==> config.mk <==
export PLATFORM = sky130hd
export DESIGN_NAME = regfile_sb_flat
export DESIGN_NICKNAME = d
export VERILOG_FILES = /design/src/rtl/regfile_pkg.sv /design/src/rtl/regfile_if.sv /design/src/rtl/regfile_sb_scoreboard.sv /design/src/rtl/regfile_sb.sv /design/src/flat_wrapper.sv
export SDC_FILE = /design/constraint.sdc
export NUM_CORES = 2
export LEC_CHECK = 0
export BUFFER_PORTS_ARGS = -buffer_cell sky130_fd_sc_hd__buf_2
export CAP_MARGIN = 20
export CORE_MARGIN = 5
export CORE_UTILIZATION = 55
export CTS_CLUSTER_DIAMETER = 60
export DETAILED_ROUTE_END_ITERATION = 10
export PLACE_DENSITY = 0.72
export SLEW_MARGIN = 20
export SYNTH_ARGS = -nofsm -noshare
export SYNTH_HDL_FRONTEND = slang
export SYNTH_SLANG_ARGS = --single-unit
==> constraint.sdc <==
create_clock -name clk -period 2.5 [get_ports clk]
set_clock_uncertainty 0.1 [all_clocks]
set_input_delay 0 -clock clk [delete_from_list [all_inputs] [get_ports clk]]
set_output_delay 0 -clock clk [all_outputs]
set_load 0.05 [all_outputs]
==> src/rtl/regfile_pkg.sv <==
// Shared defaults and types for the register file and its scoreboard.
package regfile_pkg;

  localparam int DEF_XLEN  = 32;
  localparam int DEF_NREAD = 2;
  localparam int DEF_NREG  = 32;
  localparam int AW        = $clog2(DEF_NREG);

  typedef logic [AW-1:0]       reg_ad_t;
  typedef logic [DEF_XLEN-1:0] xword_t;

endpackage

==> src/rtl/regfile_if.sv <==
// Issue/writeback/read bus of the register file.
// master: pipeline side driving requests; slave: the register file.
interface regfile_if
  import regfile_pkg::*;
#(
  parameter int XLEN  = DEF_XLEN,
  parameter int NREAD = DEF_NREAD,
  parameter int NREG  = DEF_NREG,
  localparam int RAW  = $clog2(NREG)
);

  logic                           w_valid;
  logic [RAW-1:0]                 w_ad;
  logic [XLEN-1:0]                w_data;
  logic                           rsv_valid;
  logic [RAW-1:0]                 rsv_ad;
  logic                           rsv_ready;
  logic                           flush;
  logic [NREAD-1:0]               r_valid;
  logic [NREAD-1:0][RAW-1:0]      r_ad;
  logic [NREAD-1:0][XLEN-1:0]     r_data;
  logic [NREAD-1:0]               r_busy;

  modport master (
    output w_valid, w_ad, w_data, rsv_valid, rsv_ad, flush, r_valid, r_ad,
    input  rsv_ready, r_data, r_busy
  );

  modport slave (
    input  w_valid, w_ad, w_data, rsv_valid, rsv_ad, flush, r_valid, r_ad,
    output rsv_ready, r_data, r_busy
  );

endinterface

==> src/rtl/regfile_sb_scoreboard.sv <==
// Per-register busy scoreboard: reservation handshake, writeback release,
// flush. Priority per register: flush > accepted reservation > writeback.
// Register 0 never becomes busy.
module rf_scoreboard
  import regfile_pkg::*;
#(
  parameter int NREG = DEF_NREG,
  localparam int RAW = $clog2(NREG)
) (
  input  logic            clk,
  input  logic            rst_n,
  input  logic            w_valid,
  input  logic [RAW-1:0]  w_ad,
  input  logic            rsv_valid,
  input  logic [RAW-1:0]  rsv_ad,
  input  logic            flush,
  output logic            rsv_ready,
  output logic            rsv_acc,
  output logic [NREG-1:0] busy
);

  // A reservation may proceed if the target is free, is being released by a
  // writeback this very cycle, or is x0 (accepted and dropped).
  always_comb begin
    rsv_ready = !busy[rsv_ad] || (w_valid && (w_ad == rsv_ad)) || (rsv_ad == '0);
    rsv_acc   = rsv_valid && rsv_ready;
  end

  // Busy vector update with flush/set/clear priority.
  always_ff @(posedge clk or negedge rst_n) begin
    if (!rst_n) begin
      busy <= '0;
    end else begin
      // NOTE: sequential state uses non-blocking assignments so every bit is
      // computed from the pre-edge values regardless of statement order.
      busy[0] <= 1'b0;
      for (int i = 1; i < NREG; i++) begin
        if (flush)
          busy[i] <= 1'b0;
        else if (rsv_acc && (rsv_ad == RAW'(i)))
          busy[i] <= 1'b1;
        else if (w_valid && (w_ad == RAW'(i)))
          busy[i] <= 1'b0;
      end
    end
  end

endmodule

==> src/rtl/regfile_sb.sv <==
// Multi-read-port integer register file with busy scoreboard; x0 reads zero.
// Optional same-cycle write-to-read bypass: define REGFILE_BYPASS_EN.
module regfile_sb
  import regfile_pkg::*;
#(
  parameter int XLEN  = DEF_XLEN,
  parameter int NREAD = DEF_NREAD,
  parameter int NREG  = DEF_NREG,
  localparam int RAW  = $clog2(NREG)
) (
  input  logic     clk,
  input  logic     rst_n,
  regfile_if.slave bus
);

  logic [XLEN-1:0]            mem [1:NREG-1];
  logic [NREG-1:0]            busy;
  logic                       rsv_acc;
  logic [NREAD-1:0][XLEN-1:0] rd_word;
  logic [NREAD-1:0]           rd_busy;

  rf_scoreboard #(.NREG(NREG)) u_sb (
    .clk       (clk),
    .rst_n     (rst_n),
    .w_valid   (bus.w_valid),
    .w_ad      (bus.w_ad),
    .rsv_valid (bus.rsv_valid),
    .rsv_ad    (bus.rsv_ad),
    .flush     (bus.flush),
    .rsv_ready (bus.rsv_ready),
    .rsv_acc   (rsv_acc),
    .busy      (busy)
  );

  // Writeback into the data array; x0 has no storage.
  always_ff @(posedge clk or negedge rst_n) begin
    if (!rst_n) begin
      // NOTE: the array is flop-based and must clear on reset, so it is reset
      // explicitly here rather than left to a RAM macro's undefined contents.
      for (int i = 1; i < NREG; i++) mem[i] <= '0;
    end else if (bus.w_valid && (bus.w_ad != '0)) begin
      mem[bus.w_ad] <= bus.w_data;
    end
  end

  // Per-port read value and busy flag as seen at this edge.
  always_comb begin
    for (int p = 0; p < NREAD; p++) begin
      rd_word[p] = '0;
      rd_busy[p] = 1'b0;
      if (bus.r_ad[p] != '0) begin
        rd_word[p] = mem[bus.r_ad[p]];
        rd_busy[p] = busy[bus.r_ad[p]];
`ifdef REGFILE_BYPASS_EN
        if (bus.w_valid && (bus.w_ad == bus.r_ad[p])) begin
          rd_word[p] = bus.w_data;
          rd_busy[p] = rsv_acc && !bus.flush && (bus.rsv_ad == bus.r_ad[p]);
        end
`endif
      end
    end
  end

`ifndef REGFILE_BYPASS_EN
  // Acceptance is only needed by the bypass path.
  logic unused_rsv_acc;
  assign unused_rsv_acc = rsv_acc;
`endif

  // Registered read ports; an idle port holds its last result.
  always_ff @(posedge clk or negedge rst_n) begin
    if (!rst_n) begin
      bus.r_data <= '0;
      bus.r_busy <= '0;
    end else begin
      for (int p = 0; p < NREAD; p++) begin
        if (bus.r_valid[p]) begin
          bus.r_data[p] <= rd_word[p];
          bus.r_busy[p] <= rd_busy[p];
        end
      end
    end
  end

endmodule

==> src/flat_wrapper.sv <==
// flat-port wrapper written by rule: the top's interface ports become plain ports
module regfile_sb_flat import regfile_pkg::*;
#(
  parameter int XLEN  = DEF_XLEN,
  parameter int NREAD = DEF_NREAD,
  parameter int NREG  = DEF_NREG,
  localparam int RAW  = $clog2(NREG)
)
  (clk, rst_n, bus_w_valid, bus_w_ad, bus_w_data, bus_rsv_valid, bus_rsv_ad, bus_flush, bus_r_valid, bus_r_ad, bus_rsv_ready, bus_r_data, bus_r_busy);
  regfile_if #(.XLEN(XLEN), .NREAD(NREAD), .NREG(NREG)) bus_i ();
  input  logic clk;
  input  logic rst_n;
  input wire logic [$bits(bus_i.w_valid)-1:0] bus_w_valid;
  input wire logic [$bits(bus_i.w_ad)-1:0] bus_w_ad;
  input wire logic [$bits(bus_i.w_data)-1:0] bus_w_data;
  input wire logic [$bits(bus_i.rsv_valid)-1:0] bus_rsv_valid;
  input wire logic [$bits(bus_i.rsv_ad)-1:0] bus_rsv_ad;
  input wire logic [$bits(bus_i.flush)-1:0] bus_flush;
  input wire logic [$bits(bus_i.r_valid)-1:0] bus_r_valid;
  input wire logic [$bits(bus_i.r_ad)-1:0] bus_r_ad;
  output wire logic [$bits(bus_i.rsv_ready)-1:0] bus_rsv_ready;
  output wire logic [$bits(bus_i.r_data)-1:0] bus_r_data;
  output wire logic [$bits(bus_i.r_busy)-1:0] bus_r_busy;
  assign bus_i.w_valid = bus_w_valid;
  assign bus_i.w_ad = bus_w_ad;
  assign bus_i.w_data = bus_w_data;
  assign bus_i.rsv_valid = bus_rsv_valid;
  assign bus_i.rsv_ad = bus_rsv_ad;
  assign bus_i.flush = bus_flush;
  assign bus_i.r_valid = bus_r_valid;
  assign bus_i.r_ad = bus_r_ad;
  assign bus_rsv_ready = bus_i.rsv_ready;
  assign bus_r_data = bus_i.r_data;
  assign bus_r_busy = bus_i.r_busy;
  regfile_sb #(.XLEN(XLEN), .NREAD(NREAD), .NREG(NREG)) u_core (.clk(clk), .rst_n(rst_n), .bus(bus_i));
endmodule
==> metrics.txt <==
status=complete, but fails checks; failing checks=setup timing; Syn Area/Cell=approximately 15 um2; Tmin final=2580 ps; sum of negative setup slack=-79.4 ps; MaxCap Viol Count=0; slack of the critical path=-79.4 ps; GRT Overall Usage=0.308; Top Usage Layer GRT=met2; cell taking the most area after synthesis=dfrtp_1; CTS tree=built; top post-synthesis cells by count=dfrtp_1, mux2_2, mux4_2, clkbuf_1, nand2_1; final instance area=roughly 0.066 mm2; ys async rst share=1.00; share of cells above drive strength 1=0.535; Setup Slack @ Placement=about 160 ps; Synth top area share=0.473; 1st-pass router iterations=6; CP Class=reg2out; final wirelength=about 170000 um; Die Wd=~330 um; CP arrival=between 2000 and 2500 ps; met3 usage=0.0601; clock sink total=between 1000 and 1500; critical-path maximum fanout=2; dominant synthesized flop cell=dfrtp_1; Post-DP Area=0.0612 mm2; post-synthesis sequential area ratio=0.473; clk_lat worst skew=720 ps; Worst Tran Pin Value=between 1000 and 1500 ps; Initial Utilization=0.555; area grow syn2layout=14.7%; port bufs=~130; Filler Cells Inserted=7473; fmax=388 MHz; Routed Antenna Nets=0; Final Max Tran Viols=0; Post-Synthesis Cells=slightly below 4000; CTS Buf Count=about 120; drt drc=0; die area=0.111 mm2; EDFF count, synth=0; P_leak=0.0288 uW; Hold Crit Class=in2reg; gpl congestion=0.861; maximum vdd ir drop=0.739 mV; WL/cell=approximately 31 um; # rows=about 120; Cell variety after synth=between 40 and 50; remaining global-route overflow=0; antenna violations before repair=3; Die Y=334 um; CP Capture Type=output port; FF+latch count, synth=~1100; synth warn=0; first-pass GRT wire length=259000 um; Nets=between 4000 and 5000; num ports=around 130; DP Wirelength=105000 um; CP startpoint kind=flop; largest net degree at the start of global routing=94; htree depth=3; M2 GR Usage=0.499; syn_nets=3931; top post-synthesis cells by area=dfrtp_1, mux2_2, mux4_2; most common cell in the synthesized netlist=dfrtp_1; Iter 0 DRT Violations=between 3000 and 4000; fin crit share=1.03; RSZ-0062 raised after global routing=yes; CP required=roughly 2400 ps; Clock Pin Slew Worst Setup and Hold Paths=roughly 60 ps; Pwr Density=a little over 800 mW/mm2; Root Driver=clkbuf_16; Power Total=53900 uW; vias in the first global route=a little under 40000; vias per inst=roughly 6.9; Final Hold Vio Count=0; routed vias=37828; setup violators final=1; core area=0.104 mm2; slew margin rel.=0.161; Synth Cell Area=between 0.05 and 0.06 mm2; CTS max path bufs=3; met1 Use GR=0.426
==> where the power goes <==
group	total [uW]	leakage [uW]	internal, uW	switching (uW)
logic	11300	0.0128	6450	4840
clock network	19000	0.00210	11400	7530
registers	23700	0.0140	21000	2630
==> metrics by stage <==
step | utilization | hold WS, ps | cells
final | 0.637 | 108 | 5471
after global routing | 0.637 | 132 | 5471
after global placement | 0.589 | -83.1 | 5180
after CTS | 0.637 | 57.3 | 5470
after detailed placement | 0.589 | -85.6 | 5180
after floorplan | - | -396 | 3872
==> area by class of cell <==
type,count,area [um2],share of cell area
Clock buffer,158,3410,0.0517
Clock inverter,62,822,0.0124
Timing Repair Buffer,414,4080,0.0617
Tap cell,1380,1730,0.0261
Sequential cell,1089,27300,0.412
Multi-Input combinational cell,2329,28700,0.434
Antenna cell,1,2.50,0.0000379
Inverter,38,145,0.00220
==> critical path, cell delays in order (launching register included) <==
cell     delay, ps
dfrtp_1        400
mux2i_1         90
mux4_2         510
o21ai_2        150
a21oi_1         50
or4_4          420
buf_6          170
==> cell usage in the layout, fill, tap and decap left out, drive strengths merged, types with 11 or more instances in the layout <==
cell type and n:
a221oi 49, a22o 14, a22oi 48, buf 352, bufinv 18, clkbuf 158
clkinv 31, dfrtp 1089, dlygate4sd3 62, inv 44, mux2 1068, mux2i 100
mux4 510, nand2 123, nand2b 29, nand3 51, nand3b 16, nor2 64
nor2b 11, nor3 16, o211a 11, o21ai 74, o22ai 39, o31ai 33
o32ai 20
==> flip-flops by register name, indices dropped and copies added, names as in the netlist <==
| register | cells |
|---|---|
| u_core.mem | 992 |
| u_core.u_sb.busy | 31 |
| u_core.bus.r_busy | 2 |
| u_core.bus.r_data | 64 |
==> kinds of logic (layout without fill, tap and decap cells) <==
family                 after synthesis  in the layout  synth area share
AND/OR/NAND/NOR                    331            331            0.0272
multiplexers                      1678           1678             0.426
XOR/XNOR                             5              5          0.000760
AO/OA/AOI/OAI                      315            315            0.0396
buffers and inverters              454            672            0.0337
flip-flops                        1089           1089             0.473
other                                0              1                 0
==> worst paths after layout <==
kind	cells after the start	to	slack, ps	start
worst min register to register	1	u_core.mem[907]	420	u_core.mem[907]
worst max register to register	6	u_core.bus.r_data[55]	120	u_core.mem[535]
worst min-delay path	6	u_core.bus.r_data[32]	110	bus_r_ad[6]
max in group asynchronous	5	u_core.mem[688]	1200	rst_n
min in group asynchronous	4	u_core.bus.r_data[5]	560	rst_n
worst max-delay path	6	bus_rsv_ready	-80	u_core.u_sb.busy[4]
==> layer usage <==
layer	part of all wire	vias to the layer above
met4	0.039	0
met1	0.40	20398
met3	0.081	404
met5	0	-
met2	0.48	1842
li1	-	15184
==> what timing repair did <==
action                                   CTS  global route
endpoints found under the hold margin   2178             0
pin swaps                                  2             1
hold buffers                              63             0
setup buffers                              7             1
endpoints found under the setup margin     1             2
gates resized for setup                    4             1
(Power assumes the default switching activity.)
